`config.mk`:
```
export PLATFORM = sky130hd
export DESIGN_NAME = ts_usb_writer
export DESIGN_NICKNAME = d
export VERILOG_FILES = /design/src/rtl/ts_usb_writer.sv
export SDC_FILE = /design/constraint.sdc
export NUM_CORES = 1
export LEC_CHECK = 0
export ABC_AREA = 1
export CORE_ASPECT_RATIO = 1.4
export CORE_MARGIN = 2
export CORE_UTILIZATION = 35
export CTS_BUF_LIST = sky130_fd_sc_hd__clkbuf_2 sky130_fd_sc_hd__clkbuf_4 sky130_fd_sc_hd__clkbuf_8
export CTS_CLUSTER_SIZE = 10
export DETAILED_ROUTE_END_ITERATION = 6
export PLACE_DENSITY = 0.57
export SYNTH_ARGS = -nofsm -noshare
export SYNTH_HDL_FRONTEND = slang
export SYNTH_SLANG_ARGS = --single-unit
```
`constraint.sdc`:
```
create_clock -name IFCLK -period 3.2 [get_ports IFCLK]
set_input_delay 0.64 -clock IFCLK [delete_from_list [all_inputs] [get_ports IFCLK]]
set_output_delay 0.64 -clock IFCLK [all_outputs]
set_load 0.05 [all_outputs]
```
`src/rtl/ts_usb_writer.sv`:
```
// ts_usb_writer: buffers handshaked 16-bit words and drives a USB slave-FIFO with
// full-packet auto-commit and a timeout-driven short-packet commit.
module ts_usb_writer #(
  parameter int FIFO_AW     = 3,
  parameter int PKT_WORDS   = 256,
  parameter int PKT_TIMEOUT = 4096
) (
  input  logic               IFCLK,
  input  logic               REQ_CLR,
  input  logic               REQ,
  input  logic [15:0]        TS_DATA,
  output logic               WORD_ACK,
  input  logic               FULL_N,
  output logic [15:0]        FD,
  output logic               SLWR_N,
  output logic               PKTEND_N,
  output logic [FIFO_AW:0]   LEVEL,
  output logic               OVF
);
  localparam int DEPTH = 1 << FIFO_AW;
  localparam int PW    = $clog2(PKT_WORDS + 1);
  localparam int TW    = $clog2(PKT_TIMEOUT + 1);
  typedef enum logic [1:0] {IDLE, WRITE, PEND} state_t;
  state_t               state;
  logic                 req_s1, req_s2, req_d, full_s1, full_s2;
  logic [15:0]          mem [DEPTH];
  logic [FIFO_AW-1:0]   wp, rp;
  logic [PW-1:0]        pkt_cnt;
  logic [TW-1:0]        idle_cnt;
  logic                 capture, push, pop;
  assign capture = req_s2 & ~req_d;
  assign push    = capture & (LEVEL != (FIFO_AW+1)'(DEPTH));
  assign pop     = state == WRITE;
  // Storage needs no reset: pointers and LEVEL define which entries are valid.
  always_ff @(posedge IFCLK)
    if (push) mem[wp] <= TS_DATA;
  always_ff @(posedge IFCLK or posedge REQ_CLR) begin
    if (REQ_CLR) begin
      req_s1   <= 1'b0;
      req_s2   <= 1'b0;
      req_d    <= 1'b0;
      full_s1  <= 1'b0;
      full_s2  <= 1'b0;
      WORD_ACK <= 1'b0;
      OVF      <= 1'b0;
      wp       <= '0;
      rp       <= '0;
      LEVEL    <= '0;
      FD       <= '0;
      SLWR_N   <= 1'b1;
      PKTEND_N <= 1'b1;
      pkt_cnt  <= '0;
      idle_cnt <= '0;
      state    <= IDLE;
    end else begin
      req_s1   <= REQ;
      req_s2   <= req_s1;
      req_d    <= req_s2;
      full_s1  <= FULL_N;
      full_s2  <= full_s1;
      WORD_ACK <= capture;
      if (capture && !push) OVF <= 1'b1;
      if (push) wp <= wp + 1'b1;
      if (pop) rp <= rp + 1'b1;
      LEVEL <= LEVEL + (FIFO_AW+1)'(push) - (FIFO_AW+1)'(pop);
      unique case (state)
        IDLE:
          if (LEVEL != 0 && full_s2) begin
            state  <= WRITE;
            FD     <= mem[rp];
            SLWR_N <= 1'b0;
          end else if (idle_cnt == TW'(PKT_TIMEOUT) && full_s2) begin
            state    <= PEND;
            PKTEND_N <= 1'b0;
          end else if (push) begin
            idle_cnt <= '0;
          end else if (LEVEL == 0 && pkt_cnt != 0 && idle_cnt != TW'(PKT_TIMEOUT)) begin
            idle_cnt <= idle_cnt + 1'b1;
          end
        WRITE: begin
          SLWR_N   <= 1'b1;
          pkt_cnt  <= (pkt_cnt == PW'(PKT_WORDS - 1)) ? '0 : pkt_cnt + 1'b1;
          idle_cnt <= '0;
          state    <= IDLE;
        end
        PEND: begin
          PKTEND_N <= 1'b1;
          pkt_cnt  <= '0;
          idle_cnt <= '0;
          state    <= IDLE;
        end
        default: state <= IDLE;
      endcase
    end
  end
endmodule

```
# Word-level counts from Yosys, hierarchy flattened
# Memories as Yosys holds them, arrays and structs flattened. A register that Yosys moved wholly into a read port is not among the register bits.
# Index checks and enable logic that the tools add are counted.
[totals]
input_bits = 20
output_inout_bits = 24
register_bits = 43
ramBits = 128
word_cells = 73
memories = 1
rom_bits = 0
latchBits = 0
[classes]
order_cmp = 0
n_mul = 0
n_div = 0
add_sub_neg = 6
reduce_logical = 19
n_bitwise = 3
shifts = 0
muxes = 17
eq_ne = 12
[mem_list]
columns = ["memory", "depth", "word_bits", "read_ports", "rd_clocked_by_memory_dff", "write_ports", "line_no", "source"]
rows = [
  ["mem", 8, 16, 1, 1, 1, "26", "logic [15:0] mem [DEPTH];"],
]
[ops]
columns = ["cell", "n"]
rows = [
  ["2-to-1 mux 13 bit", 4],
  ["one-hot mux 13 bit (2 select lines)", 1],
  ["one-hot mux 9 bit (2 select lines)", 1],
  ["adder 13 x 1 -> 13 bit (second input constant)", 1],
  ["equality test 13 bit (second input constant)", 1],
  ["!= test 13 bit (second input constant)", 1],
  ["adder 9 x 1 -> 9 bit (second input constant)", 1],
  ["equality test 9 x 8 -> 1 bit (second input constant)", 1],
  ["2-to-1 mux 9 bit", 1],
  ["nonzero test 9 bit", 1],
  ["!= test 2 bit (second input constant)", 4],
  ["nonzero test 2 bit", 4],
  ["adder 3 x 1 -> 3 bit (second input constant)", 2],
  ["2-to-1 mux 2 bit", 3],
  ["!= test 3 bit (second input constant)", 2],
  ["logical AND 1 bit", 5],
  ["2-to-1 mux 1 bit", 5],
  ["adder 4 x 1 -> 4 bit", 1],
  ["logical NOT 4 bit", 1],
  ["!= test 4 bit (second input constant)", 1],
  ["one-hot mux 1 bit (2 select lines)", 2],
  ["AND reduction 2 bit", 2],
  ["AND reduction 4 bit", 1],
  ["nonzero test 4 bit", 1],
  ["other kinds (9)", 10],
]

# Depth between registers and ports, before layout
[depth]
depth_word = 8
mapped_depth = 13
depth_no_buf = 13

# Worst setup path before layout
# Ideal clock, no wire load.
[synth_path]
kind = "register to register"
startpoint = "register LEVEL[2]"
endpoint = "memory mem[4][0] (enable)"
setup_slack_ns = 0.582
required_ns = 2.812
stages_incl_launch_ff = 7
arrival_ns = 2.230
setup_ns = 0.388
path_buffers = 0
period_less_slack_ns = 2.618
cell_sequence = "dfrtp_1 > inv_1 > ha_1 > nand3_1 > nand2_2 > or2_2 > nor2_1"
[synth_between]
elab_chain_len = 4
[synth_rtl]
columns = ["element", "line_no", "source"]
rows = [
  ["start: declaration", "17", "output logic [FIFO_AW:0] LEVEL,"],
  ["start signal: assignment", "65", "LEVEL <= LEVEL + (FIFO_AW+1)'(push) - (FIFO_AW+1)'(pop);"],
  ["!= test 4 bit", "32", "assign push = capture & (LEVEL != (FIFO_AW+1)'(DEPTH));"],
  ["bitwise AND 1 bit", "32", ""],
  ["2-to-1 mux 1 bit", "36", "if (push) mem[wp] <= TS_DATA;"],
  ["2-to-1 mux 1 bit (implied by the code)", "36", ""],
  ["end: declaration", "26", ""],
]
# No other way between the ends.

# Final worst setup path
[layout_path]
startpoint = "register PKTEND_N"
endpoint = "output PKTEND_N"
[layout_rtl]
columns = ["element", "line_no", "source"]
rows = [
  ["start: declaration", "16", "output logic PKTEND_N,"],
  ["start signal: assignment", "51", "PKTEND_N <= 1'b1;"],
  ["start signal: assignment", "74", "PKTEND_N <= 1'b0;"],
  ["start signal: assignment", "87", "PKTEND_N <= 1'b1;"],
]
# No word-level cell between the ends.

==> reports/results.ini <==
[floorplanning]
initial_core_util_pct = 35.41
die_w_um = 131.1
core_area_sq_um = 22370
dieArea_sq_um = 23870
io_pins = 44
num_rows = 65
die_h_um = 182.0

[cts]
cts.clk_slew.worst_paths_ps = 90
cts-resized-gates = 0
cts_setup_buffers = 0
hold_buffers = 0
root_buffer = clkbuf_8
clock_path_buffers = 2
cts_buffers = 17
cts_tree = built
cts_max_level = 4
clkSinkCount = 187
clk_latency_ps = 470

[critical_path]
cp-end-kind = output port
crit_arrival_ps = 1830
crit_family = buffers and inverters
critPathSlowestCell = clkdlybuf4s50_1
r2r_cells = 7
crit_buf_inv = 1
r2r_end = idle_cnt[4]$_DFFE_PP0P_
path_cells = clkdlybuf4s50_1
cp_max_fo = 2
crit_path_max_incr_delay_ps = 810
r2r_start = state[0]$_DFFE_PP0P_
worst_setup_path_start_kind = flop
rrSetupSlack_ps = 1030
path_class = flop to output port
cp.required_ps = 2560

[route]
viasPerCell = 4.950
ant_nets = 0
dr.pass1.iters = 7
drt-total-wl_um = 17700
vias = 5193
drt_iter0_markers = 318
wl_per_cell_um = 16.87
drc = 0

[placement]
place_area_sq_um = 8681
post-dp-hpwl_um = 11230
gp_congestion = 0.7945
io_buffers = 43
dp.cells = 1017

[logic_synthesis]
ys_seq_elements = 187
yosysTopAreaCell = edfxtp_1
yosysSeqAreaShare_pct = 67.20
yosys.area_share.xor_xnor_pct = 1.548
syn_area_sq_um = 7920
yosys.area_share.simple_pct = 14.22
synth.yosys.warnings = 0
synth_edf_count = 128
async_flop_share_pct = 31.55
synthFlopType = edfxtp_1
synth_top_family_by_area = simple AND/OR/NAND/NOR gates
synth_top_area_share_pct = 48.53
synthCells = 688
synth_compound_area_share_pct = 10.32
synthMuxAreaShare_pct = 0
avgSynthCellArea_sq_um = 11.51
synth_fp_nets = 724
synth_adder_area_share_pct = 2.622
ys_top_cells_by_area = edfxtp_1 (49%), dfrtp_1 (18%), nor2_1 (5.6%), o21ai_0 (5.6%), nand2_1 (4.1%)
ys_types = 36

[timing]
finalHoldViolations = 0
fmax_mhz = 405.6
rsz0062_at_grt = no
max_slew_margin_pct = 40.98
skew_ps = 19.80
tightest_slew_ps = 884.4
period_minus_slack_ps = 2465
period_share_pct = 77.05
setup_violations = 0
setup_tns_ps = 0
drv_slew = 0
holdWs_ps = 357.9

[hold_path]
min_path_type = flop to flop
hold-path-endpoint = req_s2$_DFF_PP0_
hold_depth = 0
min-delay-start = req_s1$_DFF_PP0_

[layout]
finalCoreUtilization_pct = 40.45
syn2layout_area_growth_pct = 14.22
num-fill-cells = 2162
nets = 771
instances_no_fill = 1049
stdcell_area_sq_um = 9046
num_antenna_cells = 0
drive_above_1_share_pct = 9.492

[pwr]
ir_drop_uv = 372.8
p_leak_uw = 0.003363
power_density_nw_per_um2 = 837.4

[run]
max_cap_viol_count = 0

[global_route]
grt_max_degree = 67
grt.overflow.total = 0
grt_usage_pct = 15.44
grt_pass1_vias = 5085
antenna_found_initial = 0
grt_pass1_wl_um = 28520

[run_status]
outcome = completed

## state kept, by name (all words and copies together) (netlist names)
signal	count
req_d	1
req_s1	1
state	2
rp	3
FD	16
req_s2	1
wp	3
OVF	1
SLWR_N	1
pkt_cnt	9
idle_cnt	13
PKTEND_N	1
full_s2	1
WORD_ACK	1
full_s1	1
LEVEL	4
mem	128
## cells in the mapped netlist, drive strengths merged (2+ instances only)
cell type and number:
nand2 92, dfstp 2, buf 14, ha 15
dfrtp 57, clkbuf 17, xnor2 4, nor3 5
o21ai 88, o211ai 18, edfxtp 128, nand4 6
a21oi 7, xor2 10, o221ai 14, o22ai 11
nor2 120, inv 41, nand3 34
## logic make-up after synthesis
family / after synthesis
compound gates: 140
simple gates: 259
xor+xnor: 14
flops: 187
buf+inv: 72
fa+ha+maj: 16
## layout by cell type, fill, tap and decap left out, types with 2 or more instances in the layout
| master | count |
|---|---|
| a21oi_1 | 7 |
| buf_4 | 16 |
| clkbuf_8 | 17 |
| clkdlybuf4s50_1 | 43 |
| clkinv_2 | 3 |
| clkinv_4 | 4 |
| clkinvlp_4 | 3 |
| dfrtp_1 | 56 |
| dfstp_2 | 2 |
| edfxtp_1 | 128 |
| ha_1 | 15 |
| inv_1 | 36 |
| inv_2 | 4 |
| inv_6 | 2 |
| nand2_1 | 86 |
| nand2_2 | 3 |
| nand2_4 | 2 |
| nand3_1 | 28 |
| nand3_2 | 6 |
| nand4_1 | 6 |
| nor2_1 | 118 |
| nor2_2 | 2 |
| nor3_1 | 4 |
| o211ai_1 | 18 |
| o21ai_0 | 88 |
| o221ai_1 | 14 |
| o22ai_1 | 11 |
| xnor2_1 | 4 |
| xor2_1 | 10 |
## stage by stage
stage                     worst slack, ps  total power [uW]
final                               734.5              7576
after global routing                669.2              8102
after CTS                           691.2              7667
after detailed placement             1023              6210
after global placement               1065              6184
after floorplan                     581.6              5274
## power breakdown
part	internal, uW	switching, uW
Sequential	2970	220
Clock	625	826
Combinational	903	2040
## how the worst max path moves through the flow
stage	start	endpoint	slack (ps)	depth (start not counted)
floorplan	LEVEL[2]$_DFF_PP0_	mem[4][0]$_DFFE_PP_	580	6
global placement	state[0]$_DFFE_PP0P_	idle_cnt[2]$_DFFE_PP0P_	1070	7
detailed placement	state[0]$_DFFE_PP0P_	idle_cnt[7]$_DFFE_PP0P_	1020	7
CTS	PKTEND_N$_DFFE_PP1P_	PKTEND_N	690	1
global route	PKTEND_N$_DFFE_PP1P_	PKTEND_N	670	1
finish	PKTEND_N$_DFFE_PP1P_	PKTEND_N	730	1
## layer usage
| layer | track usage, % | routed length, um |
|---|---|---|
| met2 | 26.82 | 9086 |
| met1 | 19.50 | 7852 |
| met3 | 2.708 | 499 |
| met5 | 0 | 0 |
| met4 | 5.304 | 258 |
## cell type report
class	instances	area (sq um)	share of cell area (%)
flip-flops and latches	187	5324	58.85
multi-input cells	429	2273	25.13
repair buffers	59	550.5	6.086
well taps	301	376.6	4.163
clock buffers	18	241.5	2.669
inverters	41	156.4	1.729
clock inverters	14	123.9	1.369
Note: power is estimated with default switching activity, not from simulation.
==> RTL edit 1 (same settings) <==
Encoding of `state_t`: now one-hot (3 bits for 3 states).
--- a/src/rtl/ts_usb_writer.sv
+++ b/src/rtl/ts_usb_writer.sv
@@ -21,5 +21,5 @@
   localparam int PW    = $clog2(PKT_WORDS + 1);
   localparam int TW    = $clog2(PKT_TIMEOUT + 1);
-  typedef enum logic [1:0] {IDLE, WRITE, PEND} state_t;
+  typedef enum logic [2:0] {IDLE = 3'b001, WRITE = 3'b010, PEND = 3'b100} state_t;
   state_t               state;
   logic                 req_s1, req_s2, req_d, full_s1, full_s2;
Function: no difference found for any inputs over 10 cycles, from zero or initial values; not proved beyond that.
==> RTL edit 1 against the original RTL <==
- utilization about the same
- synthesized area decreased by 0.27%
- total power shrank 2.4%
- critical path type unchanged
- final cell count rose by 2.9%
- worst setup slack better by 0.010 ns
- cell area hardly changed
- sequential cell count rose by 1
- die area shrank 0.26%
- sequential power up 3%
- first-iteration DRC count grew 4.4%
- via count rose by 0.85%
- highest routed layer unchanged
- wire length shrank 2.7%
- non-clock buffer count is 1 lower
==> RTL edit 1: results (changes against the original RTL) <==
===========================================================================
Run status                                                     finished clean
Vias in the first global route                                         5197   +2.2%
Fraction of synthesized cell area in xor and xnor cells              1.220%   -0.33 points
Most used standard cells in the synthesized netlist            137 x nor2_1, 133 x o21ai_0, 128 x edfxtp_1
Worst setup margin                                                0.7447 ns   +0.01014 ns
Half-perimeter wire length after detailed placement                10780 um   -4.0%
Post-detailed-placement cell area                                  8683 um2   about the same
Compound-gate portion of the synthesized area                        11.12%   +0.80 points
Worst reg-to-reg path cell count                                          9   +2
GRT Util Overall                                                     15.43%   about the same
Leakage                                                            3.333 nW   -0.90%
Final-stage net count                                                   798   +3.5%
Fraction of final layout cells sized beyond drive strength 1         8.355%   -1.1 points
Final worst clock skew                                           0.01303 ns   -0.006770 ns
Synthesized-area fraction occupied by adder cells                    2.154%   -0.47 points
Detailed Routing Iterations Pass 1                                        4   -3
Setup slack after placement                                        1.005 ns   -0.01869 ns
Worst hold slack across all endpoints                             0.3590 ns   +0.001098 ns
Hold path startpoint                                           full_s1$_DFF_PP0_
Capture endpoint of the worst hold path                        full_s2$_DFF_PP0_
Pin count of the biggest net entering global routing                     61   -9.0%
Worst IR drop on VDD                                            0.0005058 V   +36%
Average cell area after synthesis                                 11.03 um2   -4.2%
Fraction of the yosys area taken by sequential cells                 67.72%   +0.51 points
Fin cells                                                              1079   +2.9%
Capture instance of the worst register-to-register path        idle_cnt[2]$_DFFE_PP0P_
Post-synth ARST share                                                31.91%   +0.36 points
Actual slew at the worst max-slew pin                             0.7973 ns   -0.08707 ns
Total Routed Length                                                17230 um   -2.7%
===========================================================================
[RTL edit 1: worst reg2reg max path, cell delays in order, from the launching register on]
cell and delay [ns]:
dfrtp_1 0.39, inv_1 0.11, ha_1 0.16, nand2_1 0.13
nand2_2 0.33, nor2_4 0.18, a21oi_4 0.45, nand2_4 0.20
nand2_1 0.10, nand2_1 0.05
[RTL edit 1: routing by layer]
layer / routed length, um / GRT usage, %
met5: 0 / 0
met4: 317 / 5.617
met3: 459 / 2.829
met2: 9471 / 28.10
met1: 6980 / 17.69
[RTL edit 1: report_power, final]
part / total [W] / internal (W) / switching [W]
Sequential: 0.00327 / 0.00297 / 0.000307
Combinational: 0.00267 / 0.000833 / 0.00184
Clock: 0.00145 / 0.000598 / 0.000853
[RTL edit 1: cell type report]
type,count,area [um2]
flip-flops and latches,188,5350
repair buffers,58,543.0
well taps,301,376.6
inverters,41,153.9
multi-input cells,459,2260
fillers,2177,13310
clock inverters,13,110.1
clock buffers,19,261.5
==> RTL edit 2 (same flow settings) <==
Made on the original files. Change the parameter `FIFO_AW` from 3 to 2.
--- a/src/rtl/ts_usb_writer.sv
+++ b/src/rtl/ts_usb_writer.sv
@@ -2,5 +2,5 @@
 // full-packet auto-commit and a timeout-driven short-packet commit.
 module ts_usb_writer #(
-  parameter int FIFO_AW     = 3,
+  parameter int FIFO_AW     = 2,
   parameter int PKT_WORDS   = 256,
   parameter int PKT_TIMEOUT = 4096
Ports: changed (resized LEVEL); port bits go from 44 to 43. No check against the original RTL was run, so the function may have changed too.
==> RTL edit 2 against the original RTL <==
- worst setup slack better by 0.066 ns
- total power is 26% lower
- wire length is 37% lower
- via count is 30% lower
- non-clock buffer count is 10 lower
- largest cell class unchanged
- die area is 33% lower
- sequential cell count is 67 lower
- synthesized area is 34% lower
- register-to-register slack better by 0.12 ns
- critical endpoint is now SLWR_N
- cell area is 31% lower
==> RTL edit 2: results (changes against the original RTL) <==
======================================================================================
Run status                                                                finished clean
Setup slack after placement                                                   1.181 ns   +0.1571 ns
Global-route wire length before repair                                        18340 um   -36%
Final-stage net count                                                              581   -25%
Total Routed Length                                                           11070 um   -37%
Pin count of the biggest net entering global routing                                35   -48%
Hold path startpoint                                                      req_s1$_DFF_PP0_
Clock Path Buffers                                                                   2   unchanged
Total number of vias                                                              3625   -30%
Half-perimeter wire length after detailed placement                            7294 um   -35%
Count of flip-flops with a built-in enable after synthesis                          64   -50%
Source of the critical timing path                                        SLWR_N$_DFFE_PP1P_
Avg WL per Cell                                                               14.78 um   -12%
Detailed Routing Iterations Pass 1                                                   5   -2
Vias in the first global route                                                    3751   -26%
Actual slew at the worst max-slew pin                                         1.040 ns   +0.1556 ns
Port Buf Inserts                                                                    42   -2.3%
Final weighted congestion in routability-driven placement                       0.8629   +8.6%
Fraction of synthesized cell area in xor and xnor cells                         2.187%   +0.64 points
Syn Nets                                                                           528   -27%
Final worst clock skew                                                      0.01466 ns   -0.005134 ns
Most area-consuming cells after synthesis                                 edfxtp_1 37%, dfrtp_1 26%, nand2_1 7.9%
Clk power                                                                    0.00141 W   -3%
Post-detailed-placement cell area                                             5844 um2   -33%
Crit path to                                                                    SLWR_N
Pwr Density                                                               896.3 nW/um2   +7.0%
Maximum fanout encountered on the critical timing path                               2   unchanged
Fraction of final layout cells sized beyond drive strength 1                    10.71%   +1.2 points
Critical path's largest stage delay                                            0.80 ns
Flop-to-flop setup slack                                                       1.15 ns   +0.12 ns
Compound-gate portion of the synthesized area                                   6.945%   -3.4 points
Worst setup margin                                                           0.8001 ns   +0.06556 ns
Dpl cells                                                                          717   -29%
Capture instance of the worst register-to-register path                   idle_cnt[9]$_DFFE_PP0P_
Arr. time, crit path                                                           1.76 ns   -0.07 ns
Fraction of the yosys area taken by sequential cells                            63.88%   -3.3 points
Yosys synthesis warning count                                                        0   unchanged
DRC marker count from the first detailed-route iteration                           190   -40%
Most used standard cells in the synthesized netlist                       109 x nand2_1, 86 x nor2_1, 64 x edfxtp_1
ANT cells                                                                            0   unchanged
GRT Util Overall                                                                14.97%   -0.47 points
Synthesized-area fraction occupied by adder cells                               3.509%   +0.89 points
Number of distinct standard cells referenced by the synthesized netlist             34   -5.6%
Buffer type at the clock tree root                                            clkbuf_8
Average cell area after synthesis                                            10.54 um2   -8.5%
Setup Buffers After CTS                                                              0   unchanged
Worst IR drop on VDD                                                       0.0003428 V   -8.0%
Number of fill cells in the layout                                                1399   -35%
Post-synth ARST share                                                           46.67%   +15 points
Worst hold slack across all endpoints                                        0.3541 ns   -0.003844 ns
Sw Pwr                                                                      0.002289 W   -26%
Source-to-sink clock delay at the later pin of the worst-skew pair             0.42 ns   -0.05 ns
Largest registers                                                         mem (64), FD (16), idle_cnt (13)
CTS buffer count                                                                    17   unchanged
Logic gate share of total power                                                  36.0%   -2.8 points
Leakage                                                                       2.627 nW   -22%
Worst reg-to-reg path cell count                                                     6   -1
Startpoint of the most critical register-to-register path                 state[0]$_DFFE_PP0P_
Capture endpoint of the worst hold path                                   req_s2$_DFF_PP0_
======================================================================================
RTL edit 2: cell count changes in the layout (fill, tap and decap cells not counted), sizes merged, moves of 14 or more:
cell    before  now
edfxtp     128   64
o21ai       88   25
nor2       120   91
nand2       92  113
o211ai      18    1
o32ai        0   16
o221ai      14    0
RTL edit 2: metal layers:
layer  vias up  part of all wire (%)  GRT usage (%)
met4         0                   1.1          5.065
met5         -                     0              0
met3        10                   4.0          3.856
li1       1768                     -              -
met1      1768                    41          16.98
met2        79                    54          27.06
RTL edit 2: final cells by class:
type | instances | area [um2] | area share, %
clock inverter | 15 | 181.4 | 2.898
tap | 189 | 236.5 | 3.778
timing repair buffer | 49 | 473.0 | 7.555
sequential | 120 | 3326 | 53.13
clock buffer | 17 | 234.0 | 3.738
multi-input combinational | 322 | 1670 | 26.68
inverter | 37 | 138.9 | 2.219
